<file path="config.mk">
export PLATFORM = sky130hd
export DESIGN_NAME = lcd_pattern_src
export DESIGN_NICKNAME = d
export VERILOG_FILES = /design/src/rtl/lcd_pkg.sv /design/src/rtl/lcd_pattern_src.sv
export SDC_FILE = /design/constraint.sdc
export NUM_CORES = 1
export LEC_CHECK = 0
export CAP_MARGIN = 20
export CORE_ASPECT_RATIO = 1.2
export CORE_UTILIZATION = 25
export CTS_CLUSTER_SIZE = 14
export DETAILED_ROUTE_END_ITERATION = 10
export PLACE_DENSITY = 0.42
export SLEW_MARGIN = 40
export SYNTH_ARGS = -nofsm -noshare
export SYNTH_HDL_FRONTEND = slang
export SYNTH_SLANG_ARGS = --single-unit
export TNS_END_PERCENT = 1
</file>
<file path="constraint.sdc">
create_clock -name clk -period 6.2 [get_ports clk]
set_clock_uncertainty 0.1 [all_clocks]
set_input_delay 1.86 -clock clk [delete_from_list [all_inputs] [get_ports clk]]
set_output_delay 1.86 -clock clk [all_outputs]
set_load 0.01 [all_outputs]
</file>
<file path="src/rtl/lcd_pkg.sv">
// lcd_pkg: RGB565 colour constants, pattern selector and colour helpers shared by
// the LCD pixel path.
package lcd_pkg;

    localparam int unsigned PIX_W = 16;
    localparam int unsigned CNT_W = 16;

    localparam logic [PIX_W-1:0] C_WHITE   = 16'hFFFF;
    localparam logic [PIX_W-1:0] C_YELLOW  = 16'hFFE0;
    localparam logic [PIX_W-1:0] C_CYAN    = 16'h07FF;
    localparam logic [PIX_W-1:0] C_GREEN   = 16'h07E0;
    localparam logic [PIX_W-1:0] C_MAGENTA = 16'hF81F;
    localparam logic [PIX_W-1:0] C_RED     = 16'hF800;
    localparam logic [PIX_W-1:0] C_BLUE    = 16'h001F;
    localparam logic [PIX_W-1:0] C_BLACK   = 16'h0000;

    typedef enum logic [1:0] {
        PAT_SOLID = 2'd0,
        PAT_BARS  = 2'd1,
        PAT_CHECK = 2'd2,
        PAT_GRAD  = 2'd3
    } pattern_e;

    function automatic logic [PIX_W-1:0] rgb565(input logic [4:0] r,
                                                input logic [5:0] g,
                                                input logic [4:0] b);
        return {r, g, b};
    endfunction

    // Classic eight-bar test sequence, left to right.
    function automatic logic [PIX_W-1:0] bar_color(input logic [2:0] idx);
        logic [PIX_W-1:0] c;
        case (idx)
            3'd0:    c = C_WHITE;
            3'd1:    c = C_YELLOW;
            3'd2:    c = C_CYAN;
            3'd3:    c = C_GREEN;
            3'd4:    c = C_MAGENTA;
            3'd5:    c = C_RED;
            3'd6:    c = C_BLUE;
            default: c = C_BLACK;
        endcase
        return c;
    endfunction

endpackage

</file>
<file path="src/rtl/lcd_pattern_src.sv">
// lcd_pattern_src: waits for driver init, programs a full-screen window, then streams
// RGB565 test patterns over a valid/ready pixel interface.
module lcd_pattern_src
    import lcd_pkg::*;
#(
    parameter int unsigned X_RES      = 240,
    parameter int unsigned Y_RES      = 320,
    parameter int unsigned CHK_LOG2   = 4,
    parameter int unsigned CONTINUOUS = 1
) (
    input  logic             clk,
    input  logic             rst_n,
    input  logic             enable,
    input  logic [1:0]       pattern_sel,
    input  logic [PIX_W-1:0] solid_color,
    input  logic             init_done,
    input  logic             drv_busy,
    output logic             win_set_stb,
    output logic [CNT_W-1:0] win_x0,
    output logic [CNT_W-1:0] win_y0,
    output logic [CNT_W-1:0] win_x1,
    output logic [CNT_W-1:0] win_y1,
    output logic             stream_start,
    output logic [PIX_W-1:0] pix_data,
    output logic             pix_valid,
    input  logic             pix_ready,
    output logic             frame_done,
    output logic [CNT_W-1:0] frame_cnt
);

    localparam logic [CNT_W-1:0] X_LAST   = CNT_W'(X_RES - 1);
    localparam logic [CNT_W-1:0] Y_LAST   = CNT_W'(Y_RES - 1);
    localparam logic [CNT_W-1:0] BAR_LAST = CNT_W'(X_RES / 8 - 1);
    localparam bit               CONT     = (CONTINUOUS != 0);

    typedef enum logic [2:0] {
        S_IDLE,
        S_SET_WIN,
        S_WAIT_WIN,
        S_START,
        S_STREAM,
        S_FRAME_END
    } state_e;

    state_e           r_state;
    logic             r_en_d;
    logic             r_armed;
    logic             r_wait_first;
    pattern_e         r_pat;
    logic [PIX_W-1:0] r_color;
    logic [CNT_W-1:0] r_x;
    logic [CNT_W-1:0] r_y;
    logic [CNT_W-1:0] r_bar_cnt;
    logic [2:0]       r_bar;
    logic             r_win_set_stb;
    logic             r_stream_start;
    logic [PIX_W-1:0] r_pix_data;
    logic             r_pix_valid;
    logic             r_frame_done;
    logic [CNT_W-1:0] r_frame_cnt;

    logic             w_rise;
    logic             w_start_ok;
    logic             w_xfer;
    logic             w_last;
    logic [CNT_W-1:0] w_nx;
    logic [CNT_W-1:0] w_ny;
    logic [CNT_W-1:0] w_nbar_cnt;
    logic [2:0]       w_nbar;
    logic [PIX_W-1:0] w_pix;

    assign w_rise     = enable & ~r_en_d;
    assign w_start_ok = enable & init_done & (CONT | r_armed | w_rise);
    assign w_xfer     = r_pix_valid & pix_ready;
    assign w_last     = (r_x == X_LAST) && (r_y == Y_LAST);

    // Position and colour of the pixel to present after the next transfer (or first pixel in START).
    always_comb begin
        w_nx       = r_x + 16'd1;
        w_ny       = r_y;
        w_nbar_cnt = r_bar_cnt + 16'd1;
        w_nbar     = r_bar;
        w_pix      = C_BLACK;
        if (r_state == S_START) begin
            w_nx       = '0;
            w_ny       = '0;
            w_nbar_cnt = '0;
            w_nbar     = '0;
        end else begin
            if (r_bar_cnt == BAR_LAST) begin
                w_nbar_cnt = '0;
                w_nbar     = r_bar + 3'd1;
            end
            if (r_x == X_LAST) begin
                w_nx       = '0;
                w_ny       = r_y + 16'd1;
                w_nbar_cnt = '0;
                w_nbar     = '0;
            end
        end
        case (r_pat)
            PAT_SOLID: w_pix = r_color;
            PAT_BARS:  w_pix = bar_color(w_nbar);
            PAT_CHECK: w_pix = (w_nx[CHK_LOG2] ^ w_ny[CHK_LOG2]) ? r_color : C_BLACK;
            default:   w_pix = rgb565(w_nx[7:3], w_ny[8:3], r_frame_cnt[4:0]);
        endcase
    end

    always_ff @(posedge clk) begin
        if (!rst_n) begin
            r_state        <= S_IDLE;
            r_en_d         <= 1'b0;
            r_armed        <= 1'b0;
            r_wait_first   <= 1'b0;
            r_pat          <= PAT_SOLID;
            r_color        <= '0;
            r_x            <= '0;
            r_y            <= '0;
            r_bar_cnt      <= '0;
            r_bar          <= '0;
            r_win_set_stb  <= 1'b0;
            r_stream_start <= 1'b0;
            r_pix_data     <= '0;
            r_pix_valid    <= 1'b0;
            r_frame_done   <= 1'b0;
            r_frame_cnt    <= '0;
        end else begin
            r_en_d         <= enable;
            r_armed        <= r_armed | w_rise;
            r_win_set_stb  <= 1'b0;
            r_stream_start <= 1'b0;
            r_frame_done   <= 1'b0;
            case (r_state)
                S_IDLE: begin
                    if (w_start_ok) begin
                        r_armed       <= 1'b0;
                        r_state       <= S_SET_WIN;
                        r_win_set_stb <= 1'b1;
                        r_pat         <= pattern_e'(pattern_sel);
                        r_color       <= solid_color;
                    end
                end
                S_SET_WIN: begin
                    r_state      <= S_WAIT_WIN;
                    r_wait_first <= 1'b1;
                end
                // Busy may not rise until the cycle after the strobe, so skip one cycle.
                S_WAIT_WIN: begin
                    r_wait_first <= 1'b0;
                    if (!r_wait_first && !drv_busy) begin
                        r_state        <= S_START;
                        r_stream_start <= 1'b1;
                    end
                end
                S_START: begin
                    r_state     <= S_STREAM;
                    r_pix_valid <= 1'b1;
                    r_pix_data  <= w_pix;
                    r_x         <= w_nx;
                    r_y         <= w_ny;
                    r_bar_cnt   <= w_nbar_cnt;
                    r_bar       <= w_nbar;
                end
                S_STREAM: begin
                    if (w_xfer) begin
                        if (w_last) begin
                            r_state      <= S_FRAME_END;
                            r_pix_valid  <= 1'b0;
                            r_frame_done <= 1'b1;
                            r_frame_cnt  <= r_frame_cnt + 16'd1;
                            r_x          <= '0;
                            r_y          <= '0;
                            r_bar_cnt    <= '0;
                            r_bar        <= '0;
                        end else begin
                            r_pix_data <= w_pix;
                            r_x        <= w_nx;
                            r_y        <= w_ny;
                            r_bar_cnt  <= w_nbar_cnt;
                            r_bar      <= w_nbar;
                        end
                    end
                end
                S_FRAME_END: begin
                    if (CONT && enable) begin
                        r_state       <= S_SET_WIN;
                        r_win_set_stb <= 1'b1;
                        r_pat         <= pattern_e'(pattern_sel);
                        r_color       <= solid_color;
                    end else begin
                        r_state <= S_IDLE;
                    end
                end
                default: r_state <= S_IDLE;
            endcase
        end
    end

    assign win_set_stb  = r_win_set_stb;
    assign win_x0       = '0;
    assign win_y0       = '0;
    assign win_x1       = X_LAST;
    assign win_y1       = Y_LAST;
    assign stream_start = r_stream_start;
    assign pix_data     = r_pix_data;
    assign pix_valid    = r_pix_valid;
    assign frame_done   = r_frame_done;
    assign frame_cnt    = r_frame_cnt;

endmodule

</file>
==> flow_summary_export.csv <==
group,metric,value,unit
run_status,status,"finished clean",
yosys,synth_top_family_by_area,"simple AND/OR/NAND/NOR gates",
power_and_ir_drop,switching_share,25.53,%
worst_setup_path,cp.depth,7,
yosys,synth_fa_ha_area_share,1.249,%
final_layout,nNetsFinal,764,
sta,worst_pin_slew,698.4,ps
detailed_routing,drtIter0Drc,162,
yosys,synth-compound-area-share,13.24,%
sta,final_max_slew_viol_count,0,
worst_setup_path,startpoint,"pix_ready",
yosys,syn_area,6010,µm²
clock_tree,cts_resized,0,
power_and_ir_drop,p_clk_share,43.2,%
detailed_routing,drc,0,
power_and_ir_drop,powerDensity,207.6,nW/µm²
power_and_ir_drop,vdd_ir_drop_max,135.5,µV
floorplan,ios,124,
floorplan,start_util,25.73,%
sta,rsz0062_at_grt,"false",
power_and_ir_drop,p_int,1.075,mW
detailed_routing,wl_per_cell,14.10,µm
floorplan,die_y,171.8,µm
worst_setup_path,worstPathRequired,6370,ps
floorplan,die_w,143.5,µm
yosys,synth_common_cells,"109 x dfxtp_1, 66 x buf_4, 50 x nand2_1",
yosys,yosysTopAreaCell,"dfxtp_1",
sta,finalHoldViolCount,0,
yosys,synth_area_leaders,"dfxtp_1 36%, buf_4 8.2%, xor2_1 3.8%, mux2i_1 3.3%, nand2_1 3.1%",
floorplan,core_area,23350,µm²
power_and_ir_drop,power.total,1.444,mW
yosys,synth-edff-count,0,
final_layout,nFillCells,2474,
power_and_ir_drop,p_seq_share,49.8,%
yosys,avgSynthCellArea,8.610,µm²
worst_setup_path,critical_path.endpoint,"pix_data[8]",
power_and_ir_drop,p_sw,368.6,µW
global_route,antenna_found_initial,0,
detailed_routing,first_pass_iters,4,
final_layout,multi_input_area,3374,µm²
clock_tree,clockRootBuffer,"clkbuf_16",
clock_tree,cts.clk_slew.worst_paths,90,ps
worst_setup_path,slowest_stage,"clkdlybuf4s50_1",
detailed_routing,via_count,4749,
sta,period_needed,3732,ps
clock_tree,post-cts-setup-buffers,0,
hold_path,hold_path_class,"flip-flop to flip-flop",
worst_setup_path,cpPeakStageDelay,500,ps
clock_tree,worstSkewPairLatency,360,ps
clock_tree,cts_hold_buf,0,
run,drv_cap,0,
placement,globalplace.congestion,0.7097,
floorplan,die_area,24670,µm²
yosys,ys_async_sr_fraction,0,%
worst_setup_path,critPathCaptureType,"flip-flop",
worst_setup_path,crit_buf_inv,2,
worst_setup_path,start_kind,"primary input",
floorplan,row_count,61,
worst_setup_path,rrSetupSlack,3470,ps
yosys,muxShareOfSynthArea,3.519,%
worst_setup_path,r2r_end,"pix_valid",
detailed_routing,detail-route-antenna-nets,0,
global_route,grt_max_degree,39,
final_layout,syn2layout_area_growth,15.70,%
placement,portBuffers,59,
yosys,synth_flop_cell,"dfxtp_1",
detailed_routing,via_per_inst,4.506,
clock_tree,clk_path_buf_depth,2,
global_route,gr-total-overflow,0,
worst_setup_path,critical_path_class,"primary input to flip-flop",
global_route,track_usage,12.46,%
sta,fin_setup_tns,0,ps
worst_setup_path,cp.arrival,3910,ps
worst_setup_path,path_max_fanout,18,
power_and_ir_drop,p_leak,2.389,nW
clock_tree,cts_tree,"yes",
placement,dp_hpwl,10710,µm
yosys,yosysMostFrequentCell,"dfxtp_1",
power_and_ir_drop,combPwrFrac,7.0,%
worst_setup_path,crit_path_cell_trace,"clkdlybuf4s50_1, nand2_1, o21ai_4, and2_1, buf_4, nand2_1, o41ai_1",
final_layout,drive_gt1_share,6.631,%
worst_setup_path,r2r-start,"r_x[1]",
sta,setup_violations,0,
yosys,ys_seq_area_share,36.31,%
yosys,yosys.area_share.simple,27.11,%
yosys,ys_ff_latch,109,
clock_tree,cts_buffers,9,
yosys,yosysUniqueCellTypes,71,
sta,fin_crit_sh,60.19,%
worst_setup_path,critPathMostFrequentCell,"nand2_1",
final_layout,register_area,2182,µm²
sta,slew_headroom,53.30,%
worst_setup_path,crit_family,"compound AO/OA/AOI/OAI gates",
sta,max_freq,0.2680,GHz
yosys,ys_warn_count,0,
yosys,syn_inst,698,
worst_setup_path,r2r_cells,7,
global_route,grt_pass1_wl,23810,µm
yosys,synth_top_area_share,36.31,%
clock_tree,cts_sinks,109,
final_layout,diodes,0,
detailed_routing,wl,14860,µm
yosys,synth-xor-area-share,6.850,%
global_route,first_global_vias,4541,
clock_tree,h-tree-depth,3,
[worst min-delay path by stage]
| stage | start | to | slack (ps) | cells after the start |
|---|---|---|---|---|
| after global placement | r_color[9] | pix_data[9] | 360 | 2 |
| after detailed placement | r_color[9] | pix_data[9] | 360 | 2 |
| after floorplan | r_color[9] | pix_data[9] | 340 | 2 |
| after global routing | r_color[9] | pix_data[9] | 400 | 2 |
| after CTS | r_color[9] | pix_data[9] | 370 | 2 |
| final | r_color[9] | pix_data[9] | 370 | 2 |
[stage by stage]
stage	setup WS [ps]	area [µm²]	util, %	cells	hold WS [ps]
4_1_cts	2439	6953	29.77	1054	374.1
3_5_place_dp	2065	6635	28.41	1038	361.9
6_report	2468	6953	29.77	1054	369.7
5_1_grt	2274	6953	29.77	1054	398.0
2_1_floorplan	2965	6242	-	760	335.7
3_3_place_gp	2094	6608	28.29	1037	361.7
[worst min-delay path, cell delays in order, from the launching register on]
cell and delay (ps):
dfxtp_1 320, nand2_1 50, a211oi_1 50
[layout make-up]
type / instances / area share, %
Multi-Input combinational cell: 540 / 48.53
Tap cell: 315 / 5.669
Clock buffer: 9 / 3.239
Clock inverter: 7 / 1.332
Inverter: 9 / 0.4859
Sequential cell: 109 / 31.38
Timing Repair Buffer: 65 / 9.358
[power by group through the flow]
stage	sequential (mW)	clock, mW	combinational [mW]
final	0.720	0.623	0.101
after global routing	0.722	0.674	0.114
after CTS	0.720	0.649	0.102
after detailed placement	0.737	0	0.102
after global placement	0.737	0	0.0997
after floorplan	0.731	0	0.101
[layer usage]
layer,vias up,share of wire [%],GRT usage [%]
li1,2426,-,-
met1,2202,47,15.57
met2,103,48,21.06
met3,18,3.6,2.506
met4,0,1.6,4.394
met5,-,0,0
[sequential cells by signal, summed over array words and instances (netlist names), 2 cells and up]
name,flops
r_bar_cnt,16
r_bar,3
r_x,16
pix_data,16
r_pat,2
frame_cnt,16
r_state,3
r_color,16
r_y,16
[cell families (layout without fill, tap and decap cells)]
logic type | after synthesis | in the layout
XOR/XNOR | 47 | 47
buffers and inverters | 111 | 90
AO/OA/AOI/OAI | 122 | 122
multiplexers | 21 | 21
flip-flops | 109 | 109
adder cells (fa/ha/maj) | 6 | 6
other | 2 | 64
AND/OR/NAND/NOR | 280 | 280
[layout by cell type (no fill, tap or decap), drive strengths merged, types with 11 or more instances in the layout]
master and n:
nor2 50, a21oi 25, or3 13, inv 11, o21ai 40, nor2b 28, xnor2 21, nand2 50
mux2i 20, clkdlybuf4s50 58, conb 64, a21boi 15, nor3 19, dfxtp 109, nor4 14, nand4 23
xor2 26, nand3 26
Power figures use the tool's default switching activity.
